`src/rtl/interleaver_bus_param_if.sv`:
```
// Block-control, input-stream and output-handshake signals of the parametrised interleaver.
// The master drives block control, input words and out_ready; the slave is the interleaver.
interface interleaver_bus_param_if #(
  parameter int LANES = 8,
  parameter int AW    = 6
);
  logic             CRC_start;
  logic             CRC_end;
  logic [AW:0]      blk_len;
  logic [1:0]       mode;
  logic             in_valid;
  logic [LANES-1:0] data_in;
  logic             out_ready;
  logic [LANES-1:0] data_out;
  logic             data_ready;
  logic             busy;
  logic             done;

  modport master (
    output CRC_start, CRC_end, blk_len, mode, in_valid, data_in, out_ready,
    input  data_out, data_ready, busy, done
  );

  modport slave (
    input  CRC_start, CRC_end, blk_len, mode, in_valid, data_in, out_ready,
    output data_out, data_ready, busy, done
  );
endinterface

```
`src/rtl/interleaver_bus_param.sv`:
```
// Buffers one block of LANES-bit words and replays it column-by-column with padding
// positions pruned, applying a per-lane bit permutation on the way out.
module interleaver_bus_param #(
  parameter int LANES = 8,
  parameter int DEPTH = 64,
  parameter int ROWS  = 4,
  parameter int AW    = $clog2(DEPTH)
) (
  input  logic                    clk,
  input  logic                    reset,
  interleaver_bus_param_if.slave  bus
);

  typedef enum logic [2:0] {
    S_IDLE,
    S_FILL,
    S_DRAIN,
    S_FLUSH,
    S_DONE
  } state_t;

  localparam logic [AW:0] ONE     = (AW+1)'(1);
  localparam logic [AW:0] DEPTH_W = (AW+1)'(DEPTH);
  localparam logic [AW:0] ROWS_W  = (AW+1)'(ROWS);

  state_t           r_state, w_state_next;
  logic [AW:0]      r_k, r_wr_cnt, r_c, r_col, r_row, r_addr;
  logic [1:0]       r_mode;
  logic [LANES-1:0] r_mem [DEPTH];
  logic [LANES-1:0] r_rd_data;
  logic             r_rd_valid;
  logic [LANES-1:0] r_data_out;
  logic             r_data_ready;

  logic [AW:0] w_k_next, w_k_start, w_k_end, w_c_next;
  logic [AW:0] w_wr_cnt_inc, w_next_addr, w_next_row, w_col_inc;
  logic        w_enter_drain, w_wr_en, w_advance, w_issue, w_col_end, w_last_issue;
  logic        w_busy, w_done;

  function automatic logic [LANES-1:0] lane_permute(input logic [LANES-1:0] w,
                                                    input logic [1:0]       m);
    logic [LANES-1:0] p;
    p = w;
    for (int j = 0; j < LANES; j++) begin
      case (m)
        2'd1:    p[j] = (j % 2 == 1) ? w[(j + 2) % LANES] : w[j];
        2'd2:    p[j] = w[(LANES - j) % LANES];
        default: p[j] = w[j];
      endcase
    end
    return p;
  endfunction

  assign w_k_start    = (bus.blk_len > DEPTH_W) ? DEPTH_W : bus.blk_len;
  assign w_k_end      = r_wr_cnt + {{AW{1'b0}}, bus.in_valid};
  assign w_wr_cnt_inc = r_wr_cnt + ONE;
  assign w_wr_en      = (r_state == S_FILL) && bus.in_valid;
  assign w_c_next     = (w_k_next + ROWS_W - ONE) / ROWS_W;

  // The read/output pipeline moves only when the output register can take a new word.
  assign w_advance    = !r_data_ready || bus.out_ready;
  assign w_issue      = (r_state == S_DRAIN) && w_advance;
  assign w_next_addr  = r_addr + r_c;
  assign w_next_row   = r_row + ONE;
  assign w_col_inc    = r_col + ONE;
  // Addresses grow down a column, so the first padding hit ends the column at no cost.
  assign w_col_end    = (w_next_row == ROWS_W) || (w_next_addr >= r_k);
  assign w_last_issue = w_issue && w_col_end && (w_col_inc == r_c);

  always_ff @(posedge clk or negedge reset) begin
    // NOTE: sequential state uses non-blocking assignment so every register samples pre-edge values.
    if (!reset) r_state <= S_IDLE;
    else        r_state <= w_state_next;
  end

  always_comb begin
    // NOTE: defaults come first so no branch leaves a signal unassigned and infers a latch.
    w_state_next  = r_state;
    w_k_next      = r_k;
    w_enter_drain = 1'b0;
    case (r_state)
      S_IDLE: begin
        if (bus.CRC_start) begin
          w_k_next     = w_k_start;
          w_state_next = (w_k_start == '0) ? S_DONE : S_FILL;
        end
      end
      S_FILL: begin
        if (bus.CRC_end) begin
          w_k_next = w_k_end;
          if (w_k_end == '0) begin
            w_state_next = S_DONE;
          end else begin
            w_state_next  = S_DRAIN;
            w_enter_drain = 1'b1;
          end
        end else if (bus.in_valid && (w_wr_cnt_inc == r_k)) begin
          w_state_next  = S_DRAIN;
          w_enter_drain = 1'b1;
        end
      end
      S_DRAIN: begin
        if (w_last_issue) w_state_next = S_FLUSH;
      end
      S_FLUSH: begin
        if (r_data_ready && bus.out_ready && !r_rd_valid) w_state_next = S_DONE;
      end
      S_DONE:  w_state_next = S_IDLE;
      default: w_state_next = S_IDLE;
    endcase
    w_busy = (r_state != S_IDLE);
    w_done = (r_state == S_DONE);
  end

  always_ff @(posedge clk or negedge reset) begin
    if (!reset) begin
      r_k          <= '0;
      r_mode       <= '0;
      r_wr_cnt     <= '0;
      r_c          <= '0;
      r_col        <= '0;
      r_row        <= '0;
      r_addr       <= '0;
      r_rd_valid   <= 1'b0;
      r_data_out   <= '0;
      r_data_ready <= 1'b0;
    end else begin
      r_k <= w_k_next;
      if ((r_state == S_IDLE) && bus.CRC_start) begin
        r_mode   <= bus.mode;
        r_wr_cnt <= '0;
      end else if (w_wr_en) begin
        r_wr_cnt <= w_wr_cnt_inc;
      end

      if (w_enter_drain) begin
        r_c    <= w_c_next;
        r_col  <= '0;
        r_row  <= '0;
        r_addr <= '0;
      end else if (w_issue) begin
        if (w_col_end) begin
          r_col  <= w_col_inc;
          r_row  <= '0;
          r_addr <= w_col_inc;
        end else begin
          r_row  <= w_next_row;
          r_addr <= w_next_addr;
        end
      end

      if (w_advance) begin
        r_data_ready <= r_rd_valid;
        if (r_rd_valid) r_data_out <= lane_permute(r_rd_data, r_mode);
        r_rd_valid <= w_issue;
      end
    end
  end

  always_ff @(posedge clk) begin
    // NOTE: the storage array has no reset; its contents are only read after being written.
    if (w_wr_en) r_mem[r_wr_cnt[AW-1:0]] <= bus.data_in;
    if (w_issue) r_rd_data <= r_mem[r_addr[AW-1:0]];
  end

  assign bus.data_out   = r_data_out;
  assign bus.data_ready = r_data_ready;
  assign bus.busy       = w_busy;
  assign bus.done       = w_done;

endmodule

```
`src/flat_wrapper.sv`:
```
// flat-port wrapper written by rule: the top's interface ports become plain ports
module interleaver_bus_param_flat 
#(
  parameter int LANES = 8,
  parameter int DEPTH = 64,
  parameter int ROWS  = 4,
  parameter int AW    = $clog2(DEPTH)
)
  (clk, reset, bus_CRC_start, bus_CRC_end, bus_blk_len, bus_mode, bus_in_valid, bus_data_in, bus_out_ready, bus_data_out, bus_data_ready, bus_busy, bus_done);
  interleaver_bus_param_if #(.LANES(LANES), .AW(AW)) bus_i ();
  input  logic clk;
  input  logic reset;
  input wire logic [$bits(bus_i.CRC_start)-1:0] bus_CRC_start;
  input wire logic [$bits(bus_i.CRC_end)-1:0] bus_CRC_end;
  input wire logic [$bits(bus_i.blk_len)-1:0] bus_blk_len;
  input wire logic [$bits(bus_i.mode)-1:0] bus_mode;
  input wire logic [$bits(bus_i.in_valid)-1:0] bus_in_valid;
  input wire logic [$bits(bus_i.data_in)-1:0] bus_data_in;
  input wire logic [$bits(bus_i.out_ready)-1:0] bus_out_ready;
  output wire logic [$bits(bus_i.data_out)-1:0] bus_data_out;
  output wire logic [$bits(bus_i.data_ready)-1:0] bus_data_ready;
  output wire logic [$bits(bus_i.busy)-1:0] bus_busy;
  output wire logic [$bits(bus_i.done)-1:0] bus_done;
  assign bus_i.CRC_start = bus_CRC_start;
  assign bus_i.CRC_end = bus_CRC_end;
  assign bus_i.blk_len = bus_blk_len;
  assign bus_i.mode = bus_mode;
  assign bus_i.in_valid = bus_in_valid;
  assign bus_i.data_in = bus_data_in;
  assign bus_i.out_ready = bus_out_ready;
  assign bus_data_out = bus_i.data_out;
  assign bus_data_ready = bus_i.data_ready;
  assign bus_busy = bus_i.busy;
  assign bus_done = bus_i.done;
  interleaver_bus_param #(.LANES(LANES), .DEPTH(DEPTH), .ROWS(ROWS), .AW(AW)) u_core (.clk(clk), .reset(reset), .bus(bus_i));
endmodule
```
`config.mk`:
```
export PLATFORM = sky130hd
export DESIGN_NAME = interleaver_bus_param_flat
export DESIGN_NICKNAME = d
export VERILOG_FILES = /design/src/rtl/interleaver_bus_param_if.sv /design/src/rtl/interleaver_bus_param.sv /design/src/flat_wrapper.sv
export SDC_FILE = /design/constraint.sdc
export NUM_CORES = 1
export LEC_CHECK = 0
export BUFFER_PORTS_ARGS = -buffer_cell sky130_fd_sc_hd__buf_2
export CAP_MARGIN = 20
export CORE_ASPECT_RATIO = 0.5
export CORE_MARGIN = 1
export CORE_UTILIZATION = 57
export CTS_CLUSTER_SIZE = 16
export DETAILED_ROUTE_END_ITERATION = 16
export PLACE_DENSITY = 0.83
export SETUP_SLACK_MARGIN = 0.02
export SYNTH_ARGS = -nofsm -noshare
export SYNTH_HDL_FRONTEND = slang
export SYNTH_SLANG_ARGS = --single-unit
```
`constraint.sdc`:
```
create_clock -name clk -period 3.7 [get_ports clk]
set_clock_uncertainty 0.05 [all_clocks]
set_input_delay 0.37 -clock clk [delete_from_list [all_inputs] [get_ports clk]]
set_output_delay 0.37 -clock clk [all_outputs]
set_load 0.005 [all_outputs]
```
# Word-level counts from Yosys, hierarchy flattened
# Memories as Yosys holds them, arrays and structs flattened. A register that Yosys moved wholly into a read port is not among the register bits.
# Cells that the tools add are included.
[word_totals]
word_cells = 92
out_inout_bits = 11
ram_bits = 512
register_bits = 55
n_memories = 1
[op_classes]
eq_ne = 13
mux = 35
reduce_logical = 23
n_lt_le_gt_ge = 2
add_sub_neg = 7
[memory_table]
columns = ["name", "depth", "word_bits", "rd", "rd_ports_with_merged_regs", "write_ports", "line", "rtl"]
rows = [
  ["u_core.r_mem", 64, 8, 1, 1, 1, "interleaver_bus_param.sv:29", "logic [LANES-1:0] r_mem [DEPTH];"],
]
[op_table]
columns = ["cell", "n"]
rows = [
  ["$mux W7", 14],
  ["$add A7 B1 Y7 const B", 3],
  ["$mux W3", 7],
  ["$logic_not A7 Y1", 2],
  ["$pmux W7 S2", 1],
  ["$pmux W3 S4", 1],
  ["$mux W1", 10],
  ["$logic_and A1 B1 Y1", 8],
  ["$add A7 B1 Y7", 1],
  ["$add A7 B3 Y7 const B", 1],
  ["$add A7 B5 Y7", 1],
  ["$eq A7 B3 Y1 const B", 1],
  ["$eq A7 B5 Y1", 1],
  ["$eq A7 B7 Y1", 1],
  ["$ge A7 B7 Y1", 1],
  ["$gt A7 B7 Y1 const B", 1],
  ["$sub A7 B1 Y7 const B", 1],
  ["$eq A3 B2 Y1 const B", 2],
  ["$reduce_bool A2 Y1", 3],
  ["$ne A2 B1 Y1 const B", 2],
  ["$pmux W1 S2", 2],
  ["$reduce_and A2 Y1", 2],
  ["$reduce_and A4 Y1", 1],
  ["$eq A3 B1 Y1 const B", 1],
  ["10 further kinds", 12],
]

# Depth between registers and ports, before layout
[depth]
word_depth = 8
ltp_mapped = 16

# Worst setup path before layout
# No wires, ideal clock.
[synth_timing]
kind = "register -> register"
startpoint = "register u_core.r_c[0]"
endpoint = "register u_core.r_addr[2]"
required_ns = 3.529
arrival_time_ns = 3.261
stages_incl_launch_ff = 17
path_slack_ns = 0.268
path_cell_list = "dfrtp_1 > ha_1 > fa_1 > a21o_1 > a21oi_1 > nor2b_1 > o21a_1 > xor2_1 > ha_1 > and4_1 > o21ai_0 > o221ai_1 > clkbuf_1 > mux2i_1 > nor2_1 > a21oi_1 > nor2_1"
[synth_via]
elab_chain_cells = 6
[synth_lines]
columns = ["element", "line", "rtl"]
rows = [
  ["start: declaration", "interleaver_bus_param.sv:27", "logic [AW:0] r_k, r_wr_cnt, r_c, r_col, r_row, r_addr;"],
  ["start signal: assignment", "interleaver_bus_param.sv:137", "r_c <= w_c_next;"],
  ["$add A7 B5 Y7 (*)", "interleaver_bus_param.sv:63", "assign w_next_addr = r_addr + r_c;"],
  ["$ge A7 B7 Y1", "interleaver_bus_param.sv:67", "assign w_col_end = (w_next_row == ROWS_W) || (w_next_addr >= r_k);"],
  ["$logic_or A1 B1 Y1", "interleaver_bus_param.sv:67", ""],
  ["$mux W7 (*)", "interleaver_bus_param.sv:142", "if (w_col_end) begin"],
  ["$mux W7 (*)", "interleaver_bus_param.sv:141", "end else if (w_issue) begin"],
  ["$mux W7 (*)", "interleaver_bus_param.sv:136", "if (w_enter_drain) begin"],
  ["end signal: assignment", "interleaver_bus_param.sv:145", "r_addr <= w_col_inc;"],
  ["end signal: assignment", "interleaver_bus_param.sv:148", "r_addr <= w_next_addr;"],
  ["end: declaration", "interleaver_bus_param.sv:27", ""],
]
# Every way passes the cells marked *; elsewhere a longest branch is shown, timed or not. The select of a mux whose other input is x is not followed.
# A chain may end at the register's enable or synchronous reset.

# Worst setup path after layout
[layout_timing]
startpoint = "register u_core.r_addr[0]"
endpoint = "register u_core.r_row[5]"
[layout_via]
elab_chain_cells = 6
[layout_lines]
columns = ["element", "line", "rtl"]
rows = [
  ["$add A7 B5 Y7", "interleaver_bus_param.sv:63", ""],
  ["$ge A7 B7 Y1", "interleaver_bus_param.sv:67", ""],
  ["$logic_or A1 B1 Y1", "interleaver_bus_param.sv:67", ""],
  ["$mux W7", "interleaver_bus_param.sv:142", ""],
  ["$mux W7", "interleaver_bus_param.sv:141", ""],
  ["$mux W7", "interleaver_bus_param.sv:136", ""],
  ["end signal: assignment", "interleaver_bus_param.sv:147", "r_row <= w_next_row;"],
  ["end: declaration", "interleaver_bus_param.sv:27", ""],
]
# Every way passes these cells. The select of a mux whose other input is x is not followed.

==> out/results.md <==
| Stage | Item | This run |
|---|---|---|
| run status | Outcome | finished, final reports clean |
| floorplan | Number of standard-cell rows in the floorplan | 52 |
| synth | Synth top area cells | edfxtp_1, mux4_2, dfrtp_1 |
| setup path | Maximum cell stage delay along the critical path | 0.47 ns |
| sta | Worst slew margin | 0.399 |
| hold path | Number of cells on the worst hold path | 3 |
| placed design | Number of buffers inserted by port buffering | 33 |
| finish | Layout Nets | 1396 |
| drt | Initial drt markers | 1946 |
| placed design | Total cell area at the placement stage | 0.0248 sq mm |
| synth | Flip-flop and latch count after synthesis | 575 |
| cts | Sinks on the clock net | 575 |
| pwr | Leakage Power | 8.79 nW |
| finish | Filler-free cell count of the finished design | 1930 |
| synth | Warnings from Yosys | 0 |
| cts | Root Buffer Master | clkbuf_16 |
| drt | Mean routed wirelength per cell | 29.8 microns |
| sta | Final Hold Fails | 0 |
| placed design | Global placer's final weighted congestion | 0.872 |
| floorplan | Core area | 0.0405 sq mm |
| grt | GRT Util Overall | 0.278 |
| sta | Final cycle utilization of the critical path | 0.956 |
| cts | Worst-Skew Late Latency | 0.57 ns |
| setup path | Crit end category | flip-flop |
| cts | H-tree depth reported by CTS | 2 |
| cts | Number of CTS-inserted buffers | 49 |
| synth | Post-synthesis net count | 1270 |
| finish | Area growth, synth to finish | 13.1% |
| placed design | Post-Place Setup Slack | -0.0401 ns |
| grt | Largest net degree at the start of global routing | 130 |
| drt | DRC | 0 |
| synth | Number of library cell types mapped by synthesis | 53 |
| floorplan | Initial standard-cell utilization of the core | 0.580 |
| synth | Syn Std Cell Area | 0.0235 sq mm |
| sta | Final count of pins violating max slew | 0 |
| setup path | Startpoint type of the worst setup path | flip-flop |
| drt | Detailed-route vias per instance | 6.72 |
| placed design | Placed insts | 1833 |
| sta | Setup repair after global routing missed its margin | false |
| synth | Fraction of the yosys area taken by sequential cells | 0.723 |
| drt | Number of nets with antenna violations after routing | 0 |
| synth | Cell count after synthesis | 1227 |
| floorplan | Die Footprint | 0.0421 sq mm |
| sta | Final period demand of the worst path | 3.54 ns |
| sta | Measured slew at the worst slew-check pin | 0.902 ns |
| floorplan | Vert. Die Dim | 146 microns |
| flow run | Reported max-cap violation count | 0 |
| synth | Post-synth EDFFs | 520 |
| placed design | Half-perimeter wire length after detailed placement | 31800 microns |
| synth | Average instance area after synthesis | 19.2 sq um |
| finish | Number of diodes | 0 |
| sta | Setup violators final | 0 |
| drt | Via total after detailed routing | 13000 |
| setup path | Critical-path cell list | ha_2 -> fa_2 -> a21o_1 -> a21oi_2 -> nor2b_1 -> o21a_1 -> xor2_1 -> ha_1 -> and4_1 -> o21ai_2 -> o221ai_2 -> buf_4 -> or2_1 -> or3_1 -> a21oi_2 |
| setup path | Cell count of the worst reg-to-reg path | 15 |
| finish | Post-route cell area | 0.0266 sq mm |
| drt | Drt pass-1 iters | 8 |
| pwr | Peak ir drop on the vdd network | 688 uV |
| grt | Global-route wire length before repair | 84600 microns |
| sta | Achievable Freq | 0.283 GHz |
| setup path | Setup slack on the worst flop-to-flop path | 0.16 ns |
| cts | TritonCTS clock tree | done |
| synth | Post-synth top area share | 0.664 |
| setup path | Dominant cell type by count on the critical path | a21oi_2 |
| synth | Async set-or-reset flop fraction in the synthesized netlist | 0.0957 |
| synth | Library cell with the largest summed area after synthesis | edfxtp_1 |
| setup path | Crit-path slowest cell | dfrtp_4 |
| drt | WL final | 57400 microns |
| floorplan | Top Ports | 34 |
| setup path | Required time at the worst-slack endpoint | 4.14 ns |
| finish | Final design utilization | 0.656 |
| finish | Number of inserted filler cells in the final layout | 2434 |
| cts | Maximum buffer depth of the clock tree | 3 |
| setup path | Crit Path Max Fanout | 3 |
| hold path | Kind of path behind the tightest hold check | input pin to flip-flop |
| setup path | Arrival time at the worst endpoint | 3.98 ns |
| pwr | Pwr Density | 680 mW/mm^2 |
| setup path | Type of the worst setup path | flip-flop to flip-flop |
| cts | Number of setup buffers added after CTS | 0 |
| synth | Flip-flop cell with the highest count after synthesis | edfxtp_1 |
| grt | Initial antenna violation count | 1 |
| grt | Grt total ovfl | 0 |
| grt | Vias in the first global route | 13000 |
| cts | Clock slew seen by the registers of the worst setup and hold paths | 0.07 ns |
| sta | Worst setup margin | 0.161 ns |
| floorplan | Die span in x | 289 microns |
| sta | Worst hold margin | 0.0116 ns |
| finish | Fraction of layout instances using a drive strength above 1 | 0.288 |
## per-stage QoR
stage / setup TNS [ns] / total power [mW]
floorplan: 0 / 11.3
global placement: 0 / 12.7
detailed placement: -0.0773 / 12.9
CTS: 0 / 18.0
global route: 0 / 18.7
finish: 0 / 18.1
## timing repair
item / 4_1_cts / 5_1_grt
hold endpoints to repair: 33 / 0
resized for setup: 3 / 7
setup endpoints to repair: 5 / 10
hold buffers: 1 / 0
pin swaps: 1 / 3
## where the power goes
group / internal (mW) / leakage [nW] / switching (mW)
registers: 7.37 / 5.40 / 0.282
logic: 2.47 / 2.64 / 2.89
clock network: 2.74 / 0.760 / 2.34
total: 12.6 / 8.79 / 5.51
## routing by layer
metal	wire length, microns	share of wire	GRT usage	vias to the layer above
met4	2310	0.040	0.0961	0
met3	6280	0.11	0.0605	202
li1	-	-	-	5183
met2	27600	0.48	0.442	972
met1	21200	0.37	0.386	6609
met5	0	0	0	-
## cells in the mapped netlist (7+ instances only)
library cell and n:
nor3b_1 8, buf_2 18, or3_1 7, buf_1 13
a21oi_1 31, dfrtp_1 55, nor2b_1 13, nand2_1 29
o21ai_0 28, xor2_1 16, a211oi_1 11, nand3_1 20
edfxtp_1 520, clkbuf_1 32, ha_1 19, xnor2_1 25
nor3_1 7, inv_1 16, mux2i_1 14, nor2_1 111
mux4_2 162
## sequential cells by signal (all words and copies together), names as in the netlist
signal,flops
u_core.r_mem,512
u_core.bus.data_out,8
u_core.r_rd_data,8
u_core.r_addr,7
u_core.r_col,7
u_core.r_k,7
u_core.r_row,7
u_core.r_wr_cnt,7
u_core.r_c,5
u_core.r_state,3
u_core.r_mode,2
u_core.bus.data_ready,1
u_core.r_rd_valid,1
## worst max-delay path, delay by kind of cell, from the launching register on
family                     cells  cell delay, ns
and+or+nand+nor                4            0.86
xor gates and xnor gates       1            0.15
DFF                            1            0.47
buffers and inverters          1            0.16
adders and majority gates      3            0.87
AOI/OAI and AO/OA              6            0.88
## path summary, 6_finish.rpt
| check | startpoint | to |
|---|---|---|
| setup / recovery | u_core.r_addr[0]$_DFFE_PN0P_ | u_core.r_row[5]$_DFFE_PN0P_ |
| hold / removal | bus_mode[1] | u_core.r_mode[1]$_DFFE_PN0P_ |
| setup reg to reg | u_core.r_addr[0]$_DFFE_PN0P_ | u_core.r_row[5]$_DFFE_PN0P_ |
| hold reg to reg | u_core.bus.data_out[7]$_DFFE_PN0P_ | u_core.bus.data_out[7]$_DFFE_PN0P_ |
| max in group asynchronous | reset | u_core.r_col[5]$_DFFE_PN0P_ |
| min in group asynchronous | reset | u_core.r_rd_valid$_DFFE_PN0N_ |
## final cells by class
type | instances | area (sq um) | area share
multi-input combinational | 567 | 6180 | 0.232
clock inverter | 25 | 168 | 0.00630
timing repair buffer | 143 | 1120 | 0.0421
inverter | 17 | 63.8 | 0.00240
sequential | 575 | 17000 | 0.639
clock buffer | 63 | 1390 | 0.0524
tap | 540 | 676 | 0.0254
## cell families after synthesis
logic type               after synthesis  synth area share
flip-flops                           575             0.723
AND/OR/NAND/NOR                      228            0.0461
multiplexers                         182             0.164
AO/OA/AOI/OAI                         96            0.0251
buffers and inverters                 85            0.0160
XOR/XNOR                              41            0.0153
adder cells (fa/ha/maj)               20            0.0110
## cell usage in the layout (no fill, tap or decap), types with 4 or more instances in the layout
cell type,instances
or3_1,7
buf_12,10
o21ai_0,27
a21oi_1,29
buf_2,33
mux2i_1,14
clkbuf_16,52
nand3_1,20
xnor2_1,25
nor4_1,4
buf_4,99
a22oi_1,5
nor2b_1,13
nand2_1,28
nor3b_1,6
ha_1,18
dfrtp_1,52
mux4_2,162
inv_1,16
nand3b_1,4
clkbuf_8,5
clkinv_1,12
clkinv_2,5
or2_2,4
clkbuf_1,6
nor2_1,111
a211oi_1,11
nor3_1,7
mux2_2,6
xor2_1,16
nand2b_1,4
a221o_1,4
edfxtp_1,520
and3_1,6
Note: power is estimated with default switching activity, not from simulation.
